## config.mk

```make
export PLATFORM = sky130hd
export DESIGN_NAME = regfile_wb_arbiter
export DESIGN_NICKNAME = d
export VERILOG_FILES = /design/src/rtl/regfile_wb_arbiter_pkg.sv /design/src/rtl/wb_age_prio_pick.sv /design/src/rtl/regfile_wb_arbiter.sv
export SDC_FILE = /design/constraint.sdc
export NUM_CORES = 1
export LEC_CHECK = 0
export ABC_AREA = 1
export CAP_MARGIN = 20
export CORE_ASPECT_RATIO = 0.8
export CORE_UTILIZATION = 42
export CTS_BUF_LIST = sky130_fd_sc_hd__clkbuf_8
export CTS_CLUSTER_SIZE = 20
export DETAILED_ROUTE_END_ITERATION = 10
export PLACE_DENSITY = 0.91
export SYNTH_ARGS = -nofsm -noshare
export SYNTH_HDL_FRONTEND = slang
export SYNTH_HIERARCHICAL = 1
export SYNTH_SLANG_ARGS = --single-unit
```

## constraint.sdc

```tcl
create_clock -name i_clk -period 4.2 [get_ports i_clk]
set_clock_uncertainty 0.15 [all_clocks]
set_input_delay 0.42 -clock i_clk [delete_from_list [all_inputs] [get_ports i_clk]]
set_output_delay 0.42 -clock i_clk [all_outputs]
set_load 0.02 [all_outputs]
```

## src/rtl/regfile_wb_arbiter_pkg.sv

```systemverilog
// Shared definitions for the regfile writeback arbiter: requester indices,
// default sizes and the per-source request record.
package regfile_wb_arbiter_pkg;

    localparam int WB_ALU     = 0;
    localparam int WB_LSU     = 1;
    localparam int WB_MDU     = 2;

    localparam int WB_NREQ    = 3;
    localparam int WB_XLEN    = 32;
    localparam int WB_REGNO_W = 6;

    typedef struct packed {
        logic                  valid;
        logic [WB_REGNO_W-1:0] rd_no;
        logic [WB_XLEN-1:0]    dat;
    } wb_req_t;

    function automatic logic is_x0(input logic [WB_REGNO_W-1:0] rd_no);
        return (rd_no == {WB_REGNO_W{1'b0}});
    endfunction

endpackage

```

## src/rtl/wb_age_prio_pick.sv

```systemverilog
// Combinational winner pick: the lowest-index saturated request wins if any,
// otherwise the lowest-index real request. i_sat is expected to be a subset of i_real.
module wb_age_prio_pick
    import regfile_wb_arbiter_pkg::*;
#(
    parameter int NREQ = WB_NREQ,
    parameter int IW   = $clog2(NREQ)
) (
    input  logic [NREQ-1:0] i_real,
    input  logic [NREQ-1:0] i_sat,
    output logic [NREQ-1:0] o_grant_oh,
    output logic [IW-1:0]   o_grant_idx,
    output logic            o_grant_any
);

    logic [NREQ-1:0] w_mask;
    logic            w_taken;

    // Priority scan over the active mask; first set bit is the one-hot winner.
    always_comb begin
        w_mask      = (|i_sat) ? i_sat : i_real;
        o_grant_oh  = {NREQ{1'b0}};
        o_grant_idx = {IW{1'b0}};
        w_taken     = 1'b0;
        for (int k = 0; k < NREQ; k++) begin
            o_grant_oh[k] = w_mask[k] & ~w_taken;
            w_taken       = w_taken | w_mask[k];
            o_grant_idx   = o_grant_idx | (o_grant_oh[k] ? IW'(k) : {IW{1'b0}});
        end
        o_grant_any = |w_mask;
    end

endmodule

```

## src/rtl/regfile_wb_arbiter.sv

```systemverilog
// Arbitrates the regfile's single write port among writeback sources,
// absorbing x0 writes and aging waiting requests so none starves.
module regfile_wb_arbiter
    import regfile_wb_arbiter_pkg::*;
#(
    parameter int NREQ     = WB_NREQ,
    parameter int XLEN     = WB_XLEN,
    parameter int REGNO_W  = WB_REGNO_W,
    parameter int MAX_WAIT = 4
) (
    input  logic                      i_clk,
    input  logic                      i_rst_n,
    input  logic                      i_hold,
    input  logic [NREQ-1:0]           i_req_valid,
    input  logic [NREQ*REGNO_W-1:0]   i_req_rd_no,
    input  logic [NREQ*XLEN-1:0]      i_req_dat,
    output logic [NREQ-1:0]           o_req_ready,
    output logic                      o_write,
    output logic [REGNO_W-1:0]        o_rd_no,
    output logic [XLEN-1:0]           o_rd_dat,
    output logic [$clog2(NREQ)-1:0]   o_grant_idx
);

    localparam int IW = $clog2(NREQ);
    localparam int CW = $clog2(MAX_WAIT + 1);
    localparam logic [CW-1:0] WAIT_SAT = CW'(MAX_WAIT);

    wb_req_t             w_req [NREQ];
    logic [NREQ-1:0]     w_x0;
    logic [NREQ-1:0]     w_real;
    logic [NREQ-1:0]     w_cand;
    logic [NREQ-1:0]     w_sat;
    logic [NREQ-1:0]     w_grant_oh;
    logic [IW-1:0]       w_grant_idx;
    logic                w_grant_any;
    logic [REGNO_W-1:0]  w_win_rd;
    logic [XLEN-1:0]     w_win_dat;

    logic [CW-1:0]       r_wait [NREQ];
    logic                r_write;
    logic [REGNO_W-1:0]  r_rd_no;
    logic [XLEN-1:0]     r_rd_dat;
    logic [IW-1:0]       r_grant_idx;

    // Unpack the request buses and classify each request as x0, real or candidate.
    always_comb begin
        w_x0   = {NREQ{1'b0}};
        w_real = {NREQ{1'b0}};
        w_cand = {NREQ{1'b0}};
        w_sat  = {NREQ{1'b0}};
        for (int k = 0; k < NREQ; k++) begin
            w_req[k].valid = i_req_valid[k];
            w_req[k].rd_no = WB_REGNO_W'(i_req_rd_no[k*REGNO_W +: REGNO_W]);
            w_req[k].dat   = WB_XLEN'(i_req_dat[k*XLEN +: XLEN]);
            w_x0[k]        = w_req[k].valid &  is_x0(w_req[k].rd_no);
            w_real[k]      = w_req[k].valid & ~is_x0(w_req[k].rd_no);
            // Hold only blocks port grants; x0 absorption is unaffected.
            w_cand[k]      = w_real[k] & ~i_hold;
            w_sat[k]       = w_cand[k] & (r_wait[k] == WAIT_SAT);
        end
    end

    wb_age_prio_pick #(
        .NREQ (NREQ),
        .IW   (IW)
    ) u_pick (
        .i_real      (w_cand),
        .i_sat       (w_sat),
        .o_grant_oh  (w_grant_oh),
        .o_grant_idx (w_grant_idx),
        .o_grant_any (w_grant_any)
    );

    assign o_req_ready = w_x0 | w_grant_oh;

    // One-hot mux of the winner's register number and data.
    always_comb begin
        w_win_rd  = {REGNO_W{1'b0}};
        w_win_dat = {XLEN{1'b0}};
        for (int k = 0; k < NREQ; k++) begin
            w_win_rd  = w_win_rd  | (w_grant_oh[k] ? REGNO_W'(w_req[k].rd_no) : {REGNO_W{1'b0}});
            w_win_dat = w_win_dat | (w_grant_oh[k] ? XLEN'(w_req[k].dat)      : {XLEN{1'b0}});
        end
    end

    // Per-requester wait counters; they keep counting while hold is asserted.
    always_ff @(posedge i_clk or negedge i_rst_n) begin
        if (!i_rst_n) begin
            for (int k = 0; k < NREQ; k++) begin
                r_wait[k] <= {CW{1'b0}};
            end
        end else begin
            for (int k = 0; k < NREQ; k++) begin
                if (w_grant_oh[k] || !w_real[k]) begin
                    r_wait[k] <= {CW{1'b0}};
                end else if (r_wait[k] != WAIT_SAT) begin
                    r_wait[k] <= r_wait[k] + CW'(1);
                end else begin
                    r_wait[k] <= r_wait[k];
                end
            end
        end
    end

    // Registered write port; payload holds its last value when no write occurs.
    always_ff @(posedge i_clk or negedge i_rst_n) begin
        if (!i_rst_n) begin
            r_write     <= 1'b0;
            r_rd_no     <= {REGNO_W{1'b0}};
            r_rd_dat    <= {XLEN{1'b0}};
            r_grant_idx <= {IW{1'b0}};
        end else begin
            r_write <= w_grant_any;
            if (w_grant_any) begin
                r_rd_no     <= w_win_rd;
                r_rd_dat    <= w_win_dat;
                r_grant_idx <= w_grant_idx;
            end else begin
                r_rd_no     <= r_rd_no;
                r_rd_dat    <= r_rd_dat;
                r_grant_idx <= r_grant_idx;
            end
        end
    end

    assign o_write     = r_write;
    assign o_rd_no     = r_rd_no;
    assign o_rd_dat    = r_rd_dat;
    assign o_grant_idx = r_grant_idx;

endmodule

```

==> Word level (Yosys, flattened, before mapping) <==
Index checks and enable logic that the tools add are counted.
{ "word_totals": {"regBits": 50, "latchBits": 0, "mem_bits_rw": 0, "rom_bits": 0, "in_bits": 120, "wordCells": 72, "memories": 0} }
{ "op_classes": {"add_sub_neg": 3, "n_mul": 0, "n_div": 0, "order_cmp": 0, "n_eq_ne": 6, "shifts": 0, "muxes": 15, "bitwise": 27, "n_reduce_logical": 14} }
{ "ops": {"columns": ["operator", "n"], "rows": [
  ["32-bit two-way mux", 3],
  ["32-bit bitwise OR", 2],
  ["3-bit two-way mux", 7],
  ["6-bit logical NOT", 3],
  ["6-bit two-way mux", 3],
  ["1-bit bitwise AND", 14],
  ["6-bit bitwise OR", 2],
  ["3-bit by 1-bit adder with 3-bit output (second input constant)", 3],
  ["3-bit equality test (second input constant)", 3],
  ["3-bit != test (second input constant)", 3],
  ["1-bit NOT", 6],
  ["2-bit nonzero test", 3],
  ["3-bit OR reduction", 2],
  ["1-bit logical NOT", 3],
  ["1-bit logical OR", 3],
  ["3-bit bitwise OR", 1],
  ["2-bit two-way mux", 1],
  ["1-bit by 2-bit bitwise OR with 2-bit output", 1],
  ["1-bit two-way mux", 1],
  ["1-bit bitwise OR", 1]
]} }

==> Longest topological paths before layout <==
Gate-level depths: netlist of run 1.
{ "logic_depth": {"word_depth": 12, "ltp_mapped": 15, "depth_no_buf": 13} }

==> Hierarchy <==
Netlist of run 1, hierarchy kept.
{ "modules_own_cells": {"columns": ["module", "instances", "cells_per_inst", "area_each_um2"], "rows": [
  ["regfile_wb_arbiter", 1, 350, 2652.5],
  ["wb_age_prio_pick", 1, 18, 95.1]
]} }

==> Worst setup path after synthesis of run 1 <==
No wires, ideal clock.
{ "synth_path": {"path_kind": "reg-to-output", "from": "register r_wait[3] (netlist name)", "to": "output o_req_ready[2]", "arrival_time_ps": 1784, "required_time_ps": 3630, "path_slack_ps": 1846, "path_stages_with_launch": 12, "path_buffers": 2, "cell_sequence": "dfrtp_1 -> inv_1 -> ha_1 -> nand2_1 -> nor2_1 -> nor2_1 -> a21oi_1 -> nor2_1 -> buf_4 -> buf_4 -> inv_1 -> o21ai_0"} }
{ "synth_between": {"elab_chain_len": 8} }
{ "synth_rtl": {"columns": ["element", "line", "text"], "rows": [
  ["start: declaration", "regfile_wb_arbiter.sv:39", "logic [CW-1:0] r_wait [NREQ];"],
  ["start signal: indexed assignment", "regfile_wb_arbiter.sv:90", "r_wait[k] <= {CW{1'b0}};"],
  ["start signal: indexed assignment", "regfile_wb_arbiter.sv:95", "r_wait[k] <= {CW{1'b0}};"],
  ["start signal: indexed assignment", "regfile_wb_arbiter.sv:97", "r_wait[k] <= r_wait[k] + CW'(1);"],
  ["3-bit equality test *", "regfile_wb_arbiter.sv:59", "w_sat[k] = w_cand[k] & (r_wait[k] == WAIT_SAT);"],
  ["1-bit bitwise AND *", "regfile_wb_arbiter.sv:59", null],
  ["via w_sat[1]", "regfile_wb_arbiter.sv:32", "logic [NREQ-1:0] w_sat;"],
  ["3-bit OR reduction", "wb_age_prio_pick.sv:21", "w_mask = (|i_sat) ? i_sat : i_real;"],
  ["3-bit two-way mux *", "wb_age_prio_pick.sv:21", null],
  ["1-bit bitwise OR", "wb_age_prio_pick.sv:27", "w_taken = w_taken | w_mask[k];"],
  ["1-bit NOT", "wb_age_prio_pick.sv:26", "o_grant_oh[k] = w_mask[k] & ~w_taken;"],
  ["1-bit bitwise AND *", "wb_age_prio_pick.sv:26", null],
  ["via w_grant_oh[2]", "regfile_wb_arbiter.sv:33", "logic [NREQ-1:0] w_grant_oh;"],
  ["3-bit bitwise OR *", "regfile_wb_arbiter.sv:74", "assign o_req_ready = w_x0 | w_grant_oh;"],
  ["end: declaration", "regfile_wb_arbiter.sv:17", "output logic [NREQ-1:0] o_req_ready,"]
]} }
Mark *: on every way through the listed nets, which the timed path passes. The rest lies on a longest branch.

==> Worst setup path in the final report of run 1 <==
{ "layout_path": {"from": "input i_req_rd_no[17]", "to": "output o_req_ready[1]"} }
{ "layout_between": {"elab_chain_len": 10} }
{ "layout_rtl": {"columns": ["element", "line", "text"], "rows": [
  ["start: declaration", "regfile_wb_arbiter.sv:15", "input logic [NREQ*REGNO_W-1:0] i_req_rd_no,"],
  ["6-bit logical NOT", "regfile_wb_arbiter_pkg.sv:20", "return (rd_no == {WB_REGNO_W{1'b0}});"],
  ["1-bit NOT", "regfile_wb_arbiter.sv:56", "w_real[k] = w_req[k].valid & ~is_x0(w_req[k].rd_no);"],
  ["1-bit bitwise AND", "regfile_wb_arbiter.sv:56", null],
  ["1-bit bitwise AND", "regfile_wb_arbiter.sv:58", "w_cand[k] = w_real[k] & ~i_hold;"],
  ["1-bit bitwise AND", "regfile_wb_arbiter.sv:59", null],
  ["via w_sat[2]", "regfile_wb_arbiter.sv:32", null],
  ["3-bit OR reduction", "wb_age_prio_pick.sv:21", null],
  ["3-bit two-way mux", "wb_age_prio_pick.sv:21", null],
  ["via w_grant_oh[0]", "regfile_wb_arbiter.sv:33", null],
  ["1-bit NOT", "wb_age_prio_pick.sv:26", null],
  ["1-bit bitwise AND", "wb_age_prio_pick.sv:26", null],
  ["3-bit bitwise OR", "regfile_wb_arbiter.sv:74", null]
]} }
The timed path passes the listed nets, and every way through them passes these cells.

==> results of run 1 <==
[worst min-delay path, stage by stage (launching register included)]
cell                      delay, ps
sky130_fd_sc_hd__dfrtp_1        350
sky130_fd_sc_hd__nand2_1         50
sky130_fd_sc_hd__nand2_1         50
[registers in the layout, indices dropped and copies added (netlist names)]
name and flops:
o_rd_dat 32, r_wait 9, o_rd_no 6, o_grant_idx 2, o_write 1
[cell usage after synthesis (3+ instances only)]
master and instances:
sky130_fd_sc_hd__nand2_1 93, sky130_fd_sc_hd__nor2_1 66, sky130_fd_sc_hd__dfrtp_1 50, sky130_fd_sc_hd__a21oi_1 39, sky130_fd_sc_hd__a31oi_1 38, sky130_fd_sc_hd__inv_1 24, sky130_fd_sc_hd__buf_2 14, sky130_fd_sc_hd__nand3_1 10
sky130_fd_sc_hd__buf_4 8, sky130_fd_sc_hd__o21ai_0 7, sky130_fd_sc_hd__ha_1 6, sky130_fd_sc_hd__nor2_2 3, sky130_fd_sc_hd__xor2_1 3
[per-stage QoR]
step,area (sq um),hold slack [ps],std cells
finish,4530,334,603
global route,4530,377,603
CTS,4500,214,601
detailed placement,4390,316,593
global placement,4390,311,593
floorplan,2750,-25.6,368
[cell type report]
class                      instances  area (sq um)
inverter                          26          97.6
clock inverter                     3          40.0
clock buffer                       5          68.8
sequential                        50          1250
tap                               81           101
multi-input combinational        269          1280
timing repair buffer             169          1690
fill                             445          1570
[power groups by stage]
stage / combinational (mW) / sequential (mW) / clock (mW)
after global routing: 0.716 / 0.634 / 0.365
after CTS: 0.662 / 0.623 / 0.340
after floorplan: 0.210 / 0.732 / 0
after global placement: 0.647 / 0.627 / 0
after detailed placement: 0.660 / 0.631 / 0
final: 0.661 / 0.623 / 0.335
[worst max path at each step]
stage | startpoint | end | slack (ps) | depth (start not counted)
after floorplan | r_wait[3] | o_req_ready[2] | 1850 | 11
after global placement | i_req_rd_no[5] | o_rd_dat[25] | 840 | 12
after detailed placement | i_req_rd_no[5] | o_rd_dat[1] | 730 | 12
after CTS | i_req_rd_no[17] | o_req_ready[1] | 760 | 14
after global routing | i_req_rd_no[17] | o_req_ready[1] | 590 | 14
final | i_req_rd_no[17] | o_req_ready[1] | 750 | 14
[cells by family (layout without fill, tap and decap cells)]
kind of cell	Yosys count	count (layout)	synth area share
adders and majority gates	6	6	0.0273
buffers and inverters	49	203	0.0847
AOI/OAI and AO/OA	85	85	0.173
DFF	50	50	0.455
and+or+nand+nor	175	175	0.250
xor gates and xnor gates	3	3	0.00956
[routing by layer]
metal | track usage | part of all wire
met1 | 0.325 | 0.40
met4 | 0.0538 | 0.015
met2 | 0.436 | 0.50
met5 | 0 | 0
met3 | 0.0573 | 0.082
[timing repair]
item,CTS,global route
hold buffers,0,1
buffers inserted,0,0
endpoints found under the hold margin,0,21
==> metrics.yaml, run 1 <==
setup_path:
  worst_path_largest_cell_delay_ps: 630
  critPathSlowestCell: "sky130_fd_sc_hd__clkdlybuf4s50_1"
  r2r_start: "r_wait[6]"
  setup.worst_path.start_class: "primary input"
  worst_setup_path_end_kind: "output pin"
  timing.rr.end: "o_rd_dat[1]"
  path_delay_family: "buffers and inverters"
  worstRegToRegCells: 11
  worst-endpoint-required_ps: 3630
  path_class: "in2out"
  timing.critical_path.cells: "clkdlybuf4s50_1 > nor2_1 > nand3_1 > nand3_1 > nor2_1 > inv_1 > nand2_2 > nor2_2 > nor2_2 > inv_2 > nor2_4 > inv_1 > o21ai_0 > clkdlybuf4s50_1"
  r2r_setup_slack_ps: 1150
  crit_path_max_fanout: 21
  timing.critical_path.buf_inv: 5
  critPathArrivalTime_ps: 2880
yosys:
  synth_area_leader_cell: "sky130_fd_sc_hd__dfrtp_1"
  ys_seq_area_frac: 0.455
  syn-instance-count: 368
  postSynth.topFlopCell: "sky130_fd_sc_hd__dfrtp_1"
  syn_area_sq_um: 2750
  synth_top_cells_by_area: "sky130_fd_sc_hd__dfrtp_1 (46%), sky130_fd_sc_hd__nand2_1 (13%), sky130_fd_sc_hd__nor2_1 (9.0%)"
  post_synthesis_net_count: 494
  synth-edff-count: 0
  synth_area_per_cell_sq_um: 7.47
  synth_largest_type_area_fraction: 0.455
  synth_async_sr_flop_share: 1.00
  netlist-cell-type-count: 19
  synth_seq_cells: 50
  number_of_synthesis_warnings: 6
cells_and_area:
  antenna_cells_inserted: 0
  fin_nets: 647
  post-route-util: 0.742
  synthToLayoutAreaGrowth_pct: 64.8
  final_cell_mix: "sky130_fd_sc_hd__clkdlybuf4s50_1 (162), sky130_fd_sc_hd__nand2_1 (93), sky130_fd_sc_hd__nor2_1 (65)"
  layout_commonest_cell: "sky130_fd_sc_hd__clkdlybuf4s50_1"
  share_of_cells_above_drive_strength_1: 0.0441
run:
  max_cap_viol_count: 0
global_routing:
  grt_pass1_wl_um: 13400
  antenna_found_initial: 0
  grt.overflow.total: 0
  grtUsageTotal: 0.251
  largest_net_degree_at_the_start_of_global_routing: 51
  grt_pass1_vias: 2868
clock_tree:
  clock_sinks: 50
  cts-buffers-inserted: 5
  clock_tree_from_tritoncts: "built"
  clk_transition_reported_paths_ps: 90
  clk_latency_ps: 300
  clockBufferDepth: 2
  clockRootBuffer: "sky130_fd_sc_hd__clkbuf_8"
  cts.repair.resized: 0
  cts-htree-levels: 2
floorplan:
  dieWidth_um: 92.4
  placement_rows: 25
  die_area_sq_um: 6870
  die-height_um: 74.3
  fp.coreArea_sq_um: 6100
  ios: 164
  floorplan.initialDensity: 0.450
power:
  combPwrFrac: 0.408
  p_sw_uw: 543
  p_leak_nw: 1.88
  max-vdd-ir-drop_uv: 188
  power.share.sequential: 0.385
  swShare: 0.335
  design_power_mw: 1.62
  cell_internal_power_dissipation_mw: 1.08
  power_per_cell_area_nw_per_um2: 358
  clockPowerShare: 0.207
timing:
  max_slew.worst_pin.slew_ps: 714
  setup_viol_count_final: 0
  worst_slack_ps: 746
  final_max_slew_viol_count: 0
  slew_headroom: 0.524
  finalCriticalPeriod_ps: 3450
  grt_setup_unrepaired: "false"
  final.period_utilization: 0.822
  achievable-frequency_mhz: 289
  setup-tns-final_ps: 0
  final_hold_violating_endpoints: 0
worst_hold_path:
  min_path_cells: 2
  hold_path_class: "reg2reg"
  hp-start: "o_grant_idx[0]"
  timing.hold.worst_endpoint: "o_grant_idx[0]"
route:
  vias_per_cell: 5.15
  drcViolationCount: 0
  ant_nets: 0
  first_iter_violations: 164
  dr.pass1.iters: 4
  dr_total_vias: 3107
  route.final.wire_length_um: 8720
  wl_per_cell_um: 14.5
placed_design:
  place_hpwl_um: 6370
  post-place-ws_ps: 731
  routabilityCongestion: 0.814
  number_of_buffers_inserted_by_port_buffering: 163
run_status:
  outcome: "finished clean"
No activity file was read; power rests on OpenSTA's default activity.
==> run 2: changes to the inputs <==
Settings changed: CORE_UTILIZATION 42 to 35, PLACE_DENSITY 0.91 to 0.81.
Clock period 4.2 ns to 3.1 ns, I/O delays scaled along.
==> metrics.yaml, run 2 (synthesis gave the netlist of run 1 again) <==
timing:
  grt_setup_unrepaired: "false"
  achievable-frequency_mhz: 337
  max_slew.worst_pin.slew_ps: 625  # -89.0 ps
  hold-worst-slack_ps: 335  # +0.954 ps
  final_max_slew_viol_count: 0  # unchanged
  finalCriticalPeriod_ps: 2960
  final.period_utilization: 0.956
  final_hold_violating_endpoints: 0  # unchanged
  slew_headroom: 0.584  # +0.0600
  setup_viol_count_final: 0  # unchanged
  setup-tns-final_ps: 0  # unchanged
  worst_slack_ps: 137  # -609 ps
global_routing:
  grt.overflow.total: 0  # unchanged
  largest_net_degree_at_the_start_of_global_routing: 42  # -18%
  antenna_found_initial: 0  # unchanged
  grtUsageTotal: 0.211  # -0.0397
  grt_pass1_wl_um: 13500  # +0.82%
  grt_pass1_vias: 2876  # +0.28%
placed_design:
  number_of_buffers_inserted_by_port_buffering: 163  # unchanged
  place_hpwl_um: 6720  # +5.6%
  routabilityCongestion: 0.824  # +1.2%
  post_dp_area_sq_um: 4460  # +1.7%
  post-place-ws_ps: 23.1  # -708 ps
  placedCellCount: 621  # +4.7%
route:
  dr_total_vias: 3080  # -0.87%
  dr.pass1.iters: 5  # +1
  wl_per_cell_um: 14.5  # +0.51%
  vias_per_cell: 4.89  # -5.1%
  route.final.wire_length_um: 9150  # +5.0%
  ant_nets: 0  # unchanged
  first_iter_violations: 119  # -27%
  drcViolationCount: 0  # unchanged
cells_and_area:
  fin_nets: 650  # +0.46%
  antenna_cells_inserted: 0  # unchanged
  post-route-util: 0.610  # -0.132
  share_of_cells_above_drive_strength_1: 0.0533  # +0.00927
  final_cell_mix: "sky130_fd_sc_hd__clkdlybuf4s50_1 (161), sky130_fd_sc_hd__nand2_1 (93), sky130_fd_sc_hd__nor2_1 (62)"
  synthToLayoutAreaGrowth_pct: 66.4
  fillCellCount: 708  # +59%
  final_area_sq_um: 4570  # +0.99%
  final_cell_count_no_fill: 630  # +4.5%
  largest_register_ff_count: 32  # unchanged
  layout_commonest_cell: "sky130_fd_sc_hd__clkdlybuf4s50_1"
clock_tree:
  post-cts-setup-buffer-count: 0  # unchanged
  cts-buffers-inserted: 5  # unchanged
  clock_sinks: 50  # unchanged
  clk_transition_reported_paths_ps: 90  # about the same
  clockBufferDepth: 2  # unchanged
  clockRootBuffer: "sky130_fd_sc_hd__clkbuf_8"
  clk_latency_ps: 300  # about the same
  cts-htree-levels: 2  # unchanged
  clock_tree_from_tritoncts: "built"
floorplan:
  dieWidth_um: 101  # +9.3%
  floorplan.initialDensity: 0.366  # -0.0840
  fp.coreArea_sq_um: 7500  # +23%
  die_area_sq_um: 8210  # +19%
  ios: 164  # unchanged
  die-height_um: 81.3  # +9.3%
  placement_rows: 28  # +12%
power:
  clockPowerShare: 0.184  # -0.023
  max-vdd-ir-drop_uv: 218  # +16%
  combPwrFrac: 0.424  # +0.016
  p_sw_uw: 743  # +37%
  design_power_mw: 2.15  # +33%
  p_leak_nw: 1.91  # +1.3%
  power_per_cell_area_nw_per_um2: 470  # +31%
  cell_internal_power_dissipation_mw: 1.41  # +31%
  power.share.sequential: 0.392  # +0.007
  swShare: 0.346  # +0.0104
setup_path:
  worst_setup_path_end_kind: "output pin"
  r2r_setup_slack_ps: 570  # -580 ps
  critPathArrivalTime_ps: 2500  # -380 ps
  worst-endpoint-required_ps: 2640  # -990 ps
  setup.worst_path.start_class: "primary input"
  crit_path_max_fanout: 4  # -81%
  path_class: "in2out"
  worstRegToRegCells: 11  # unchanged
worst_hold_path:
  min_path_cells: 2  # unchanged
  hold_path_class: "reg2reg"
run_status:
  outcome: "finished clean"
run:
  max_cap_viol_count: 0  # unchanged
-- run 2: cell count changes in the layout (fill, tap and decap cells not counted), sizes merged --
cell and delta:
buf +3, bufinv -1, clkbuf +1, clkdlybuf4s50 -1
clkinv -1, dlymetal6s2s +1, inv +1
-- run 2: worst max-delay path, stage by stage --
cell	delay, ps
sky130_fd_sc_hd__clkdlybuf4s50_1	480
sky130_fd_sc_hd__nor2_1	80
sky130_fd_sc_hd__nand3_1	130
sky130_fd_sc_hd__nand3_1	120
sky130_fd_sc_hd__nor2_2	230
sky130_fd_sc_hd__nor2_1	70
sky130_fd_sc_hd__a21oi_1	310
sky130_fd_sc_hd__nor2_4	70
sky130_fd_sc_hd__inv_1	80
sky130_fd_sc_hd__o21ai_0	80
sky130_fd_sc_hd__clkdlybuf4s50_1	540
-- run 2: power groups by stage --
stage | registers [mW] | clock network [mW] | logic [mW]
after floorplan | 0.992 | 0 | 0.285
after global placement | 0.849 | 0 | 0.895
after detailed placement | 0.856 | 0 | 0.911
after CTS | 0.843 | 0.406 | 0.915
after global routing | 0.859 | 0.436 | 0.983
final | 0.843 | 0.395 | 0.911
-- run 2: what timing repair did --
item	CTS	global route
hold buffers	1	0
resized for setup	0	4
endpoints found under the hold margin	26	0
setup endpoints to repair	0	3
-- run 2: worst paths after layout --
kind,start,to
min in group asynchronous,i_rst_n,o_rd_dat[0]
min reg2reg,o_grant_idx[0],o_grant_idx[0]
max reg2reg,r_wait[3],o_rd_dat[0]
max,i_req_rd_no[7],o_req_ready[2]
max in group asynchronous,i_rst_n,r_wait[8]
min,o_grant_idx[0],o_grant_idx[0]
-- run 2: layout make-up --
type | instances | area, sq um | area share
timing repair buffer | 172 | 1710 | 0.374
clock buffer | 6 | 82.6 | 0.0181
clock inverter | 2 | 8.76 | 0.00192
inverter | 26 | 97.6 | 0.0213
tap | 105 | 131 | 0.0287
multi-input combinational | 269 | 1290 | 0.282
sequential | 50 | 1250 | 0.274
-- run 2: layer usage --
| layer | track usage | routed length (um) | part of all wire | vias to the layer above |
|---|---|---|---|---|
| met5 | 0 | 0 | 0 | - |
| met3 | 0.0585 | 934 | 0.10 | 4 |
| met4 | 0.0565 | 46 | 0.0050 | 0 |
| met2 | 0.363 | 4380 | 0.48 | 127 |
| met1 | 0.262 | 3790 | 0.41 | 1438 |
| li1 | - | - | - | 1511 |
==> run 3: changes to the inputs <==
Settings changed: GPL_TIMING_DRIVEN from default to 0.
==> metrics.yaml, run 3 (synthesis gave the netlist of run 1 again) <==
route:
  dr_total_vias: 3142  # +2.0%
  route.final.wire_length_um: 9400  # +2.7%
  first_iter_violations: 123  # +3.4%
  ant_nets: 0  # unchanged
  vias_per_cell: 4.87  # -0.36%
  wl_per_cell_um: 14.6  # +0.31%
  drcViolationCount: 0  # unchanged
  dr.pass1.iters: 4  # -1
floorplan:
  placement_rows: 28  # unchanged
  dieWidth_um: 101  # unchanged
  fp.coreArea_sq_um: 7500  # unchanged
  die-height_um: 81.3  # unchanged
  floorplan.initialDensity: 0.366  # unchanged
  ios: 164  # unchanged
  die_area_sq_um: 8210  # unchanged
setup_path:
  worst-endpoint-required_ps: 2640  # about the same
  worst_path_largest_cell_delay_ps: 510  # -30 ps
  path_delay_family: "buffers and inverters"
  worst_setup_path_end_kind: "output pin"
  crit_path_max_fanout: 10  # +6
  critical-path-top-cell-by-count: "sky130_fd_sc_hd__nor2_2"
  critPathSlowestCell: "sky130_fd_sc_hd__clkdlybuf4s50_1"
  timing.critical_path.cells: "clkdlybuf4s50_1 > nor2_1 > nand3_1 > nand3_1 > nor2_2 > inv_1 > nand2_2 > nor2_2 > nor2_2 > inv_2 > nor2_2 > buf_4 > buf_4 > inv_1 > o21ai_0 > clkbuf_2"
  timing.critical_path.buf_inv: 7  # +4
  critPathArrivalTime_ps: 2410  # -90 ps
  path_class: "in2out"
  setup.worst_path.start_class: "primary input"
clock_tree:
  clk_transition_reported_paths_ps: 90  # about the same
  clockBufferDepth: 2  # unchanged
  clock_tree_from_tritoncts: "built"
  clockRootBuffer: "sky130_fd_sc_hd__clkbuf_8"
  cts-buffers-inserted: 5  # unchanged
  post-cts-setup-buffer-count: 0  # unchanged
  cts-htree-levels: 2  # unchanged
  clk_latency_ps: 300  # about the same
  clock_sinks: 50  # unchanged
cells_and_area:
  synthToLayoutAreaGrowth_pct: 67.9
  final_cell_mix: "sky130_fd_sc_hd__clkdlybuf4s50_1 (159), sky130_fd_sc_hd__nand2_1 (93), sky130_fd_sc_hd__nor2_1 (63)"
  ff_latch_area_sq_um: 1250  # unchanged
  final_cell_count_no_fill: 645  # +2.4%
  final_area_sq_um: 4610  # +0.93%
  antenna_cells_inserted: 0  # unchanged
  fillCellCount: 694  # -2.0%
  fin_nets: 666  # +2.5%
  largest_register_ff_count: 32  # unchanged
  post-route-util: 0.615  # +0.00567
  layout_commonest_cell: "sky130_fd_sc_hd__clkdlybuf4s50_1"
  share_of_cells_above_drive_strength_1: 0.0815  # +0.0281
  area_occupied_by_multi_input_gates_sq_um: 1270  # -1.4%
timing:
  final.period_utilization: 0.925  # -0.0307
  final_hold_violating_endpoints: 0  # unchanged
  setup-tns-final_ps: 0  # unchanged
  slew_headroom: 0.721  # +0.137
  final_max_slew_viol_count: 0  # unchanged
  max_slew.worst_pin.slew_ps: 419  # -205 ps
  setup_viol_count_final: 0  # unchanged
  grt_setup_unrepaired: "false"
  achievable-frequency_mhz: 349  # +3.3%
  finalCriticalPeriod_ps: 2870  # -95.2 ps
global_routing:
  grt_pass1_vias: 3132  # +8.9%
  grt.overflow.total: 0  # unchanged
  largest_net_degree_at_the_start_of_global_routing: 35  # -17%
  grtUsageTotal: 0.228  # +0.0170
  antenna_found_initial: 0  # unchanged
  grt_pass1_wl_um: 14300  # +5.4%
power:
  design_power_mw: 2.14  # -0.62%
  p_leak_nw: 1.97  # +3.2%
  power_per_cell_area_nw_per_um2: 463  # -1.5%
  max-vdd-ir-drop_uv: 196  # -10%
run:
  max_cap_viol_count: 0  # unchanged
worst_hold_path:
  hold_path_class: "in2async"
placed_design:
  post_dp_area_sq_um: 4530  # +1.5%
  place_hpwl_um: 7250  # +7.8%
  placedCellCount: 637  # +2.6%
  number_of_buffers_inserted_by_port_buffering: 163  # unchanged
  routabilityCongestion: 0.762  # -7.5%
run_status:
  outcome: "finished clean"
==> run 3: power by group <==
part           switching, mW  internal [mW]
combinational          0.460          0.458
clock                  0.219          0.152
sequential            0.0687          0.777
==> run 3: worst paths after layout <==
path	startpoint	end	slack [ps]	cells past startpoint
hold / removal	i_rst_n	o_rd_dat[0]	320	2
min in group i_clk	o_grant_idx[0]	o_grant_idx[0]	340	2
setup reg to reg	r_wait[6]	o_rd_dat[0]	650	13
hold reg to reg	o_grant_idx[0]	o_grant_idx[0]	340	2
setup / recovery	i_req_rd_no[17]	o_req_ready[1]	230	16
max in group asynchronous	i_rst_n	o_rd_dat[10]	1950	3
==> run 3: what timing repair did <==
item	CTS	global route
hold buffers	1	0
gates resized for setup	3	9
hold endpoints to repair	16	0
setup endpoints to repair	2	3
==> run 3: cell type report <==
class                           count  area share
Buffer                             23      0.0293
Clock buffer                        5      0.0149
Clock inverter                      2     0.00217
Inverter                           26      0.0211
Multi-Input combinational cell    269       0.275
Sequential cell                    50       0.271
Tap cell                          105      0.0285
Timing Repair Buffer              165       0.357
==> run 3: per-stage QoR <==
step / worst slack [ps] / hold slack (ps)
2_1_floorplan: 856 / -136
3_3_place_gp: -234 / 310
3_5_place_dp: -260 / 121
4_1_cts: 28.3 / 327
5_1_grt: 45.2 / 349
6_report: 232 / 316
==> run 3: worst reg2reg max path, stage by stage (launching register included) <==
cell and delay, ps:
sky130_fd_sc_hd__dfrtp_1 390, sky130_fd_sc_hd__inv_1 100, sky130_fd_sc_hd__ha_1 170, sky130_fd_sc_hd__nand2_1 130, sky130_fd_sc_hd__nor2_2 230, sky130_fd_sc_hd__nor2_1 110, sky130_fd_sc_hd__nand2_1 70, sky130_fd_sc_hd__nand4_1 70
sky130_fd_sc_hd__nor2_1 150, sky130_fd_sc_hd__buf_4 150, sky130_fd_sc_hd__buf_4 180, sky130_fd_sc_hd__buf_4 210, sky130_fd_sc_hd__nand2_1 80, sky130_fd_sc_hd__a31oi_1 190
==> run 3: routing by layer <==
| layer | vias to the layer above | GRT usage | share of wire |
|---|---|---|---|
| met5 | - | 0 | 0 |
| met4 | 0 | 0.0638 | 0.0087 |
| met3 | 8 | 0.0663 | 0.076 |
| met2 | 112 | 0.414 | 0.51 |
| met1 | 1475 | 0.262 | 0.41 |
| li1 | 1547 | - | - |
